[src/rtl/rtr_route_gen_pkg.sv]
// Shared types and constants for the route generator and its next-hop helper.
// Latency: n/a (package only).
// Backpressure: n/a (package only).
package rtr_route_gen_pkg;

  // Ceiling log2, never below 1 so a single-entry field still gets a bit.
  function automatic int clogb(input int value);
    int r;
    r = 0;
    for (int i = 0; i < 31; i++) begin
      if ((1 << i) < value) r = i + 1;
    end
    return (r == 0) ? 1 : r;
  endfunction

  localparam int num_dimensions       = 2;
  localparam int num_routers_per_dim  = 4;
  localparam int num_nodes_per_router = 1;
  localparam int num_resource_classes = 2;

  localparam int dim_addr_width    = clogb(num_routers_per_dim);
  localparam int router_addr_width = num_dimensions * dim_addr_width;
  localparam int node_addr_width   = clogb(num_nodes_per_router);
  localparam int num_ports         = 2 * num_dimensions + num_nodes_per_router;
  localparam int rc_idx_width      = clogb(num_resource_classes);

  // Port numbering: dim d -> 2d (coordinate decreasing), 2d+1 (increasing);
  // ejection ports come last.
  localparam int port_dir_dec   = 0;
  localparam int port_dir_inc   = 1;
  localparam int port_eject_base = num_ports - num_nodes_per_router;

  typedef logic [router_addr_width-1:0]    router_addr_t;
  typedef logic [node_addr_width-1:0]      node_addr_t;
  typedef logic [rc_idx_width-1:0]         rc_idx_t;
  typedef logic [num_resource_classes-1:0] rc_oh_t;
  typedef logic [num_ports-1:0]            port_oh_t;

  localparam rc_idx_t rc_last = rc_idx_t'(num_resource_classes - 1);

  // Route carried alongside each flit.
  typedef struct packed {
    port_oh_t op;
    rc_oh_t   orc;
  } route_t;

  typedef enum logic {
    ST_IDLE = 1'b0,
    ST_OPEN = 1'b1
  } route_gen_state_e;

  // Lowest set bit wins; an all-zero vector maps to class 0.
  function automatic rc_idx_t rc_index(input rc_oh_t rc_oh);
    rc_idx_t idx;
    idx = '0;
    for (int i = num_resource_classes - 1; i >= 0; i--) begin
      if (rc_oh[i]) idx = rc_idx_t'(i);
    end
    return idx;
  endfunction

endpackage

[src/rtl/rtr_route_gen_if.sv]
// Flit-in / route-out handshake bundle of the route generator.
// Latency: n/a (wiring only).
// Backpressure: valid/ready on both the flit side and the route side.
// Ports: in_* flit offered by the input buffer, out_* route to the allocators.
interface rtr_route_gen_if;
  import rtr_route_gen_pkg::*;

  logic         in_valid;
  logic         in_ready;
  logic         in_head;
  logic         in_tail;
  rc_oh_t       in_rc;
  router_addr_t in_dest_router;
  node_addr_t   in_dest_node;
  router_addr_t in_int_router;

  logic         out_valid;
  logic         out_ready;
  logic         out_head;
  logic         out_tail;
  port_oh_t     route_op;
  rc_oh_t       route_orc;
  logic [1:0]   errors;

  // Flit source / route consumer side.
  modport master (
    output in_valid, in_head, in_tail, in_rc, in_dest_router, in_dest_node,
           in_int_router, out_ready,
    input  in_ready, out_valid, out_head, out_tail, route_op, route_orc, errors
  );

  // Route generator side.
  modport slave (
    input  in_valid, in_head, in_tail, in_rc, in_dest_router, in_dest_node,
           in_int_router, out_ready,
    output in_ready, out_valid, out_head, out_tail, route_op, route_orc, errors
  );

endinterface

[src/rtl/rtr_dor_next_hop.sv]
// Dimension-order next hop: lowest mismatching dim picks its -/+ port, else eject.
// Latency: combinational.
// Backpressure: none (pure function of its inputs).
// Ports: cur_addr/target_addr coords (dim0 in LSBs), rc phase index,
//        dest_node ejection node, op one-hot output port (0 if no legal port).
module rtr_dor_next_hop
  import rtr_route_gen_pkg::*;
(
  input  router_addr_t cur_addr,
  input  router_addr_t target_addr,
  input  rc_idx_t      rc,
  input  node_addr_t   dest_node,
  output port_oh_t     op
);

  logic found;

  always_comb begin
    op    = '0;
    found = 1'b0;
    for (int d = 0; d < num_dimensions; d++) begin
      if (!found &&
          (cur_addr[d*dim_addr_width +: dim_addr_width] !=
           target_addr[d*dim_addr_width +: dim_addr_width])) begin
        found = 1'b1;
        if (target_addr[d*dim_addr_width +: dim_addr_width] >
            cur_addr[d*dim_addr_width +: dim_addr_width])
          op[2*d + port_dir_inc] = 1'b1;
        else
          op[2*d + port_dir_dec] = 1'b1;
      end
    end
    // Ejection only in the final phase; an out-of-range node yields no port.
    if (!found && (rc == rc_last) && (int'(dest_node) < num_nodes_per_router))
      op[port_eject_base + int'(dest_node)] = 1'b1;
  end

endmodule

[src/rtl/rtr_route_gen.sv]
// Per-VC route generator: computes port/class on head flits, reuses them for body/tail.
// Latency: 1 cycle from input accept to out_valid.
// Backpressure: in_ready = ~out_valid | out_ready; outputs held while stalled.
// Ports: clk, reset_n (async active-low), router_address (static own coords),
//        rg (slave side of rtr_route_gen_if: flit in, route out, errors).
module rtr_route_gen
  import rtr_route_gen_pkg::*;
(
  input  logic         clk,
  input  logic         reset_n,
  input  router_addr_t router_address,
  rtr_route_gen_if.slave rg
);

  route_gen_state_e state_q, state_d;
  route_t           route_held_q, route_held_d;
  route_t           out_route_q, out_route_d;
  logic             out_valid_q, out_valid_d;
  logic             out_head_q, out_head_d;
  logic             out_tail_q, out_tail_d;
  logic [1:0]       errors_q, errors_d;

  logic             accept;
  rc_idx_t          rc_in;
  rc_idx_t          rc_eff;
  router_addr_t     target;
  port_oh_t         hop_op;
  route_t           head_route;

  assign rg.in_ready = ~out_valid_q | rg.out_ready;
  assign accept      = rg.in_valid & rg.in_ready;

  // Phase advance: reaching the intermediate router moves the packet to the
  // next class, so the route never leaves {in_rc, in_rc+1}.
  always_comb begin
    rc_in  = rc_index(rg.in_rc);
    rc_eff = rc_in;
    if ((rc_in < rc_last) && (router_address == rg.in_int_router))
      rc_eff = rc_in + 1'b1;
    target = (rc_eff == '0) ? rg.in_int_router : rg.in_dest_router;
  end

  rtr_dor_next_hop u_next_hop (
    .cur_addr    (router_address),
    .target_addr (target),
    .rc          (rc_eff),
    .dest_node   (rg.in_dest_node),
    .op          (hop_op)
  );

  always_comb begin
    head_route.op          = hop_op;
    head_route.orc         = '0;
    head_route.orc[rc_eff] = 1'b1;
  end

  always_comb begin
    state_d      = state_q;
    route_held_d = route_held_q;
    out_route_d  = out_route_q;
    out_valid_d  = out_valid_q;
    out_head_d   = out_head_q;
    out_tail_d   = out_tail_q;
    errors_d     = errors_q;

    // Drained with nothing behind it: drop valid and the flit's error flags.
    if (out_valid_q && rg.out_ready) begin
      out_valid_d = 1'b0;
      errors_d    = '0;
    end

    if (accept) begin
      out_valid_d = 1'b1;
      out_head_d  = rg.in_head;
      out_tail_d  = rg.in_tail;
      errors_d    = '0;
      if (rg.in_head) begin
        // A head while a packet is open abandons the old packet.
        errors_d[1]  = (state_q == ST_OPEN);
        out_route_d  = head_route;
        route_held_d = head_route;
        state_d      = rg.in_tail ? ST_IDLE : ST_OPEN;
      end else if (state_q == ST_OPEN) begin
        out_route_d = route_held_q;
        if (rg.in_tail) state_d = ST_IDLE;
      end else begin
        // Orphan body/tail: forwarded with no route so the allocator drops it.
        errors_d[0] = 1'b1;
        out_route_d = '0;
      end
    end
  end

  always_ff @(posedge clk or negedge reset_n) begin
    if (!reset_n) begin
      state_q      <= ST_IDLE;
      route_held_q <= '0;
      out_route_q  <= '0;
      out_valid_q  <= 1'b0;
      out_head_q   <= 1'b0;
      out_tail_q   <= 1'b0;
      errors_q     <= '0;
    end else begin
      state_q      <= state_d;
      route_held_q <= route_held_d;
      out_route_q  <= out_route_d;
      out_valid_q  <= out_valid_d;
      out_head_q   <= out_head_d;
      out_tail_q   <= out_tail_d;
      errors_q     <= errors_d;
    end
  end

  assign rg.out_valid = out_valid_q;
  assign rg.out_head  = out_head_q;
  assign rg.out_tail  = out_tail_q;
  assign rg.route_op  = out_route_q.op;
  assign rg.route_orc = out_route_q.orc;
  assign rg.errors    = errors_q;

endmodule

[src/flat_wrapper.sv]
// flat-port wrapper written by rule: the top's interface ports become plain ports
module rtr_route_gen_flat import rtr_route_gen_pkg::*;
  (clk, reset_n, router_address, rg_in_valid, rg_in_head, rg_in_tail, rg_in_rc, rg_in_dest_router, rg_in_dest_node, rg_in_int_router, rg_out_ready, rg_in_ready, rg_out_valid, rg_out_head, rg_out_tail, rg_route_op, rg_route_orc, rg_errors);
  rtr_route_gen_if rg_i ();
  input  logic clk;
  input  logic reset_n;
  input  router_addr_t router_address;
  input wire logic [$bits(rg_i.in_valid)-1:0] rg_in_valid;
  input wire logic [$bits(rg_i.in_head)-1:0] rg_in_head;
  input wire logic [$bits(rg_i.in_tail)-1:0] rg_in_tail;
  input wire logic [$bits(rg_i.in_rc)-1:0] rg_in_rc;
  input wire logic [$bits(rg_i.in_dest_router)-1:0] rg_in_dest_router;
  input wire logic [$bits(rg_i.in_dest_node)-1:0] rg_in_dest_node;
  input wire logic [$bits(rg_i.in_int_router)-1:0] rg_in_int_router;
  input wire logic [$bits(rg_i.out_ready)-1:0] rg_out_ready;
  output wire logic [$bits(rg_i.in_ready)-1:0] rg_in_ready;
  output wire logic [$bits(rg_i.out_valid)-1:0] rg_out_valid;
  output wire logic [$bits(rg_i.out_head)-1:0] rg_out_head;
  output wire logic [$bits(rg_i.out_tail)-1:0] rg_out_tail;
  output wire logic [$bits(rg_i.route_op)-1:0] rg_route_op;
  output wire logic [$bits(rg_i.route_orc)-1:0] rg_route_orc;
  output wire logic [$bits(rg_i.errors)-1:0] rg_errors;
  assign rg_i.in_valid = rg_in_valid;
  assign rg_i.in_head = rg_in_head;
  assign rg_i.in_tail = rg_in_tail;
  assign rg_i.in_rc = rg_in_rc;
  assign rg_i.in_dest_router = rg_in_dest_router;
  assign rg_i.in_dest_node = rg_in_dest_node;
  assign rg_i.in_int_router = rg_in_int_router;
  assign rg_i.out_ready = rg_out_ready;
  assign rg_in_ready = rg_i.in_ready;
  assign rg_out_valid = rg_i.out_valid;
  assign rg_out_head = rg_i.out_head;
  assign rg_out_tail = rg_i.out_tail;
  assign rg_route_op = rg_i.route_op;
  assign rg_route_orc = rg_i.route_orc;
  assign rg_errors = rg_i.errors;
  rtr_route_gen u_core (.clk(clk), .reset_n(reset_n), .router_address(router_address), .rg(rg_i));
endmodule
[config.mk]
export PLATFORM = sky130hd
export DESIGN_NAME = rtr_route_gen_flat
export DESIGN_NICKNAME = d
export VERILOG_FILES = /design/src/rtl/rtr_route_gen_pkg.sv /design/src/rtl/rtr_route_gen_if.sv /design/src/rtl/rtr_dor_next_hop.sv /design/src/rtl/rtr_route_gen.sv /design/src/flat_wrapper.sv
export SDC_FILE = /design/constraint.sdc
export NUM_CORES = 1
export LEC_CHECK = 0
export CORE_MARGIN = 10
export CORE_UTILIZATION = 49
export CTS_CLUSTER_SIZE = 28
export DETAILED_ROUTE_END_ITERATION = 8
export GPL_TIMING_DRIVEN = 0
export PLACE_DENSITY = 0.85
export SETUP_SLACK_MARGIN = 0.02
export SLEW_MARGIN = 40
export SYNTH_ARGS = -nofsm -noshare
export SYNTH_HDL_FRONTEND = slang
export SYNTH_HIERARCHICAL = 1
export SYNTH_SLANG_ARGS = --single-unit
[constraint.sdc]
create_clock -name clk -period 3.7 [get_ports clk]
set_input_delay 0.74 -clock clk [delete_from_list [all_inputs] [get_ports clk]]
set_output_delay 0.74 -clock clk [all_outputs]
set_load 0.03 [all_outputs]
==> results <==
Yosys cell counts, drive strengths merged, types with 2 or more instances:
library cell	number	area, um2
a21oi	2	10.0
a22oi	4	30.0
dfrtp	20	500
ha	4	50.1
inv	7	26.3
mux2	11	124
mux2i	2	20.0
nand2	6	25.0
nand2b	3	18.8
nor2b	3	18.8
o21ai	9	45.0
xor2	4	35.0
worst max-delay path: cells and delay by family:
kind	cells	cell delay [ps]
compound gates	4	1220
buf+inv	1	440
mux	1	400
fa+ha+maj	1	310
xor+xnor	1	200
simple gates	1	150
worst paths after layout:
check | cells after the start | slack [ps] | startpoint | endpoint
setup / recovery | 9 | 390 | rg_in_int_router[0] | u_core/rg.route_op[3]
hold reg to reg | 2 | 490 | u_core/rg.errors[0] | u_core/rg.errors[0]
min in group clk | 2 | 490 | u_core/rg.errors[0] | u_core/rg.errors[0]
max in group asynchronous | 1 | 3020 | reset_n | u_core/rg.out_head
hold / removal | 1 | 370 | reset_n | u_core/route_held_q[0]
setup reg to reg | 5 | 1960 | u_core/rg.out_valid | u_core/route_held_q[6]
layer usage:
layer,vias up,track usage
met1,440,0.144
met4,0,0.0231
met5,-,0
met3,0,0.0502
met2,29,0.198
li1,425,-
through the flow:
stage | instance area, um2 | instances | setup slack [ps] | utilization | power [mW]
global placement | 1440 | 155 | 197 | 0.711 | 0.471
finish | 1460 | 158 | 395 | 0.720 | 0.571
floorplan | 1080 | 96 | 865 | - | 0.391
detailed placement | 1430 | 155 | 103 | 0.709 | 0.477
global route | 1460 | 158 | 240 | 0.720 | 0.601
CTS | 1460 | 158 | 432 | 0.720 | 0.576
registers in the layout, summed over array words and instances, names as in the netlist:
signal / cells
u_core/rg.out_head: 1
u_core/rg.out_valid: 1
u_core/state_q: 1
u_core/rg.errors: 2
u_core/rg.route_op: 5
u_core/route_held_q: 7
u_core/rg.route_orc: 2
u_core/rg.out_tail: 1
power by group:
part / internal (mW) / switching [mW] / leakage (nW)
combinational: 0.0964 / 0.105 / 0.376
clock: 0.0380 / 0.0622 / 0.0138
sequential: 0.252 / 0.0182 / 0.253
total: 0.386 / 0.185 / 0.643
layout make-up:
| cell class | count | area share |
|---|---|---|
| buffer | 2 | 0.00602 |
| clock buffer | 3 | 0.0155 |
| inverter | 7 | 0.0181 |
| multi-input combinational | 67 | 0.377 |
| sequential | 20 | 0.344 |
| tap | 27 | 0.0232 |
| timing repair buffer | 32 | 0.217 |
logic make-up (layout without fill, tap and decap cells):
group / after synthesis / in the layout / synth area share
multiplexers: 13 / 13 / 0.133
buffers and inverters: 9 / 44 / 0.0323
flip-flops: 20 / 20 / 0.462
adder cells (fa/ha/maj): 4 / 4 / 0.0462
AND/OR/NAND/NOR: 20 / 20 / 0.113
XOR/XNOR: 4 / 4 / 0.0323
AO/OA/AOI/OAI: 26 / 26 / 0.181
==> flow_summary.html <==
<table>
<tr><th>Metric</th><th>Value</th></tr>
<tr><th colspan="2">Drt</th></tr>
<tr><td>Average vias per placed instance</td><td>about 5.7</td></tr>
<tr><td>Met1 WL</td><td>1.03 mm</td></tr>
<tr><td>Via Count</td><td>894</td></tr>
<tr><td>Total wire length after detailed routing</td><td>2.59 mm</td></tr>
<tr><td>Number of DRC markers after the initial detailed-route iteration</td><td>30</td></tr>
<tr><td>Count of nets left with antenna violations after detail routing</td><td>0</td></tr>
<tr><td>Met3 wire length</td><td>202 um</td></tr>
<tr><td>DRC violation count after routing</td><td>0</td></tr>
<tr><td>Highest metal layer with signal wires</td><td>met3</td></tr>
<tr><td>Drt wl/cell</td><td>16.4 um</td></tr>
<tr><td>Met2 WL</td><td>1.35 mm</td></tr>
<tr><td>First drt pass iteration count</td><td>4</td></tr>
<tr><th colspan="2">Synth</th></tr>
<tr><td>Count of distinct cell types in the synthesized netlist</td><td>35</td></tr>
<tr><td>Dominant synthesized flop cell</td><td>sky130_fd_sc_hd__dfrtp_1</td></tr>
<tr><td>Count of flip-flops with a built-in enable after synthesis</td><td>0</td></tr>
<tr><td>Syn Nets</td><td>121</td></tr>
<tr><td>Count of warnings emitted by yosys</td><td>6</td></tr>
<tr><td>Mean area per synthesized cell</td><td>between 10 and 15 um2</td></tr>
<tr><td>Sequential share of the synthesized area</td><td>0.462</td></tr>
<tr><td>Post-synthesis instance area</td><td>1080 um2</td></tr>
<tr><td>Number of storage elements in the synthesis netlist</td><td>20</td></tr>
<tr><td>Async S/R FF share, synth</td><td>1.00</td></tr>
<tr><td>Synth Instances</td><td>96</td></tr>
<tr><th colspan="2">Layout</th></tr>
<tr><td>Fraction of final layout cells sized beyond drive strength 1</td><td>0.160</td></tr>
<tr><td>Commonest cells after routing, fill and taps aside</td><td>sky130_fd_sc_hd__clkdlybuf4s50_1 (31), sky130_fd_sc_hd__dfrtp_1 (20), sky130_fd_sc_hd__mux2_2 (11)</td></tr>
<tr><td>Most frequent standard cell in the layout excluding fill and tap cells</td><td>sky130_fd_sc_hd__clkdlybuf4s50_1</td></tr>
<tr><td>Number of nets in the layout</td><td>between 150 and 200</td></tr>
<tr><td>Flip-flop and latch area</td><td>500 um2</td></tr>
<tr><td>Number of filler instances in the final layout</td><td>159</td></tr>
<tr><td>Multi-input logic area</td><td>548 um2</td></tr>
<tr><td>Number of antenna cells inserted</td><td>0</td></tr>
<tr><td>Area growth from synthesis to final layout</td><td>34.3%</td></tr>
<tr><th colspan="2">Setup path</th></tr>
<tr><td>Data required time at the worst endpoint</td><td>3870 ps</td></tr>
<tr><td>Arrival time of data at the critical path endpoint</td><td>3480 ps</td></tr>
<tr><td>Crit path cell chain</td><td>clkdlybuf4s50_1 &gt; xor2_1 &gt; o41ai_4 &gt; mux2_2 &gt; ha_1 &gt; nor2b_1 &gt; o2111a_1 &gt; a22oi_1 &gt; o21ai_0</td></tr>
<tr><td>CP max-delay cell</td><td>sky130_fd_sc_hd__o41ai_4</td></tr>
<tr><td>Critical path's largest stage delay</td><td>640 ps</td></tr>
<tr><td>CP Capture Type</td><td>flop</td></tr>
<tr><td>Maximum fanout along the worst path</td><td>9</td></tr>
<tr><td>Category of the most critical setup path</td><td>input port to flop</td></tr>
<tr><td>Category of the worst setup path launch point</td><td>input port</td></tr>
<tr><th colspan="2">Global route</th></tr>
<tr><td>Vias in the first global route</td><td>864</td></tr>
<tr><td>Global-route wire length before repair</td><td>4.15 mm</td></tr>
<tr><td>GRT Resource Usage Total</td><td>0.121</td></tr>
<tr><td>Number of antenna violations at the first check in global routing</td><td>0</td></tr>
<tr><td>Maximum number of pins on one net before global-route repair</td><td>21</td></tr>
<tr><td>Gr ovfl total</td><td>0</td></tr>
<tr><th colspan="2">Clock tree</th></tr>
<tr><td>Clock tree from TritonCTS</td><td>done</td></tr>
<tr><td>Number of H-tree branching levels</td><td>1</td></tr>
<tr><td>Clock insertion delay at the later pin of the skew report</td><td>300 ps</td></tr>
<tr><td>Number of buffers added to fix hold violations after cts</td><td>0</td></tr>
<tr><td>Post_cts resized</td><td>0</td></tr>
<tr><td>Number of buffers created by CTS</td><td>3</td></tr>
<tr><td>Post-CTS Setup Inserts</td><td>0</td></tr>
<tr><td>Clock Path Buffers</td><td>2</td></tr>
<tr><td>Clock tree root driver cell</td><td>sky130_fd_sc_hd__clkbuf_4</td></tr>
<tr><td>TritonCTS Sinks</td><td>20</td></tr>
<tr><td>Clock transition at the registers of the reported paths</td><td>110 ps</td></tr>
<tr><th colspan="2">Die</th></tr>
<tr><td>Number of placed I/O pins</td><td>34</td></tr>
<tr><td>Area inside the core boundary</td><td>2020 um2</td></tr>
<tr><td>Number of rows created at floorplan</td><td>16</td></tr>
<tr><td>Initial core utilization</td><td>0.536</td></tr>
<tr><td>Die width</td><td>67.0 um</td></tr>
<tr><td>Area of the die</td><td>between 4000 and 5000 um2</td></tr>
<tr><td>Overall die height</td><td>~67 um</td></tr>
<tr><th colspan="2">Timing</th></tr>
<tr><td>Setup TNS Final</td><td>0 ps</td></tr>
<tr><td>Slew at the pin closest to its max-slew limit</td><td>605 ps</td></tr>
<tr><td>Worst Skew</td><td>8.00 ps</td></tr>
<tr><td>Unrepaired setup endpoints after global routing</td><td>no</td></tr>
<tr><td>Fmax achieved</td><td>around 300 MHz</td></tr>
<tr><td>Final period utilization</td><td>0.893</td></tr>
<tr><td>Max-slew violation total from the final report</td><td>0</td></tr>
<tr><td>Headroom to the max-slew limit</td><td>0.596</td></tr>
<tr><td>Final setup violation count</td><td>0</td></tr>
<tr><td>Final worst path period need</td><td>3310 ps</td></tr>
<tr><td>Hold slack final</td><td>366 ps</td></tr>
<tr><td>Hold Vio Cnt, Final</td><td>0</td></tr>
<tr><th colspan="2">Placed design</th></tr>
<tr><td>Number of input and output port buffers inserted</td><td>32</td></tr>
<tr><td>Hpwl dp</td><td>2.03 mm</td></tr>
<tr><td>Weighted congestion at the end of routability-driven global placement</td><td>0.763</td></tr>
<tr><th colspan="2">Outcome</th></tr>
<tr><td>Status</td><td>finished, final reports clean</td></tr>
<tr><th colspan="2">Pwr</th></tr>
<tr><td>Worst-case vdd ir drop</td><td>0.000339 V</td></tr>
<tr><td>Leakage component of the power</td><td>0.643 nW</td></tr>
<tr><td>Power density normalized to cell area</td><td>slightly below 400 nW/um2</td></tr>
<tr><th colspan="2">Hold path</th></tr>
<tr><td>Class of the worst hold path</td><td>input port to async pin</td></tr>
<tr><th colspan="2">Job</th></tr>
<tr><td>Max-Cap Viols</td><td>0</td></tr>
</table>
Power figures use the tool's default switching activity.
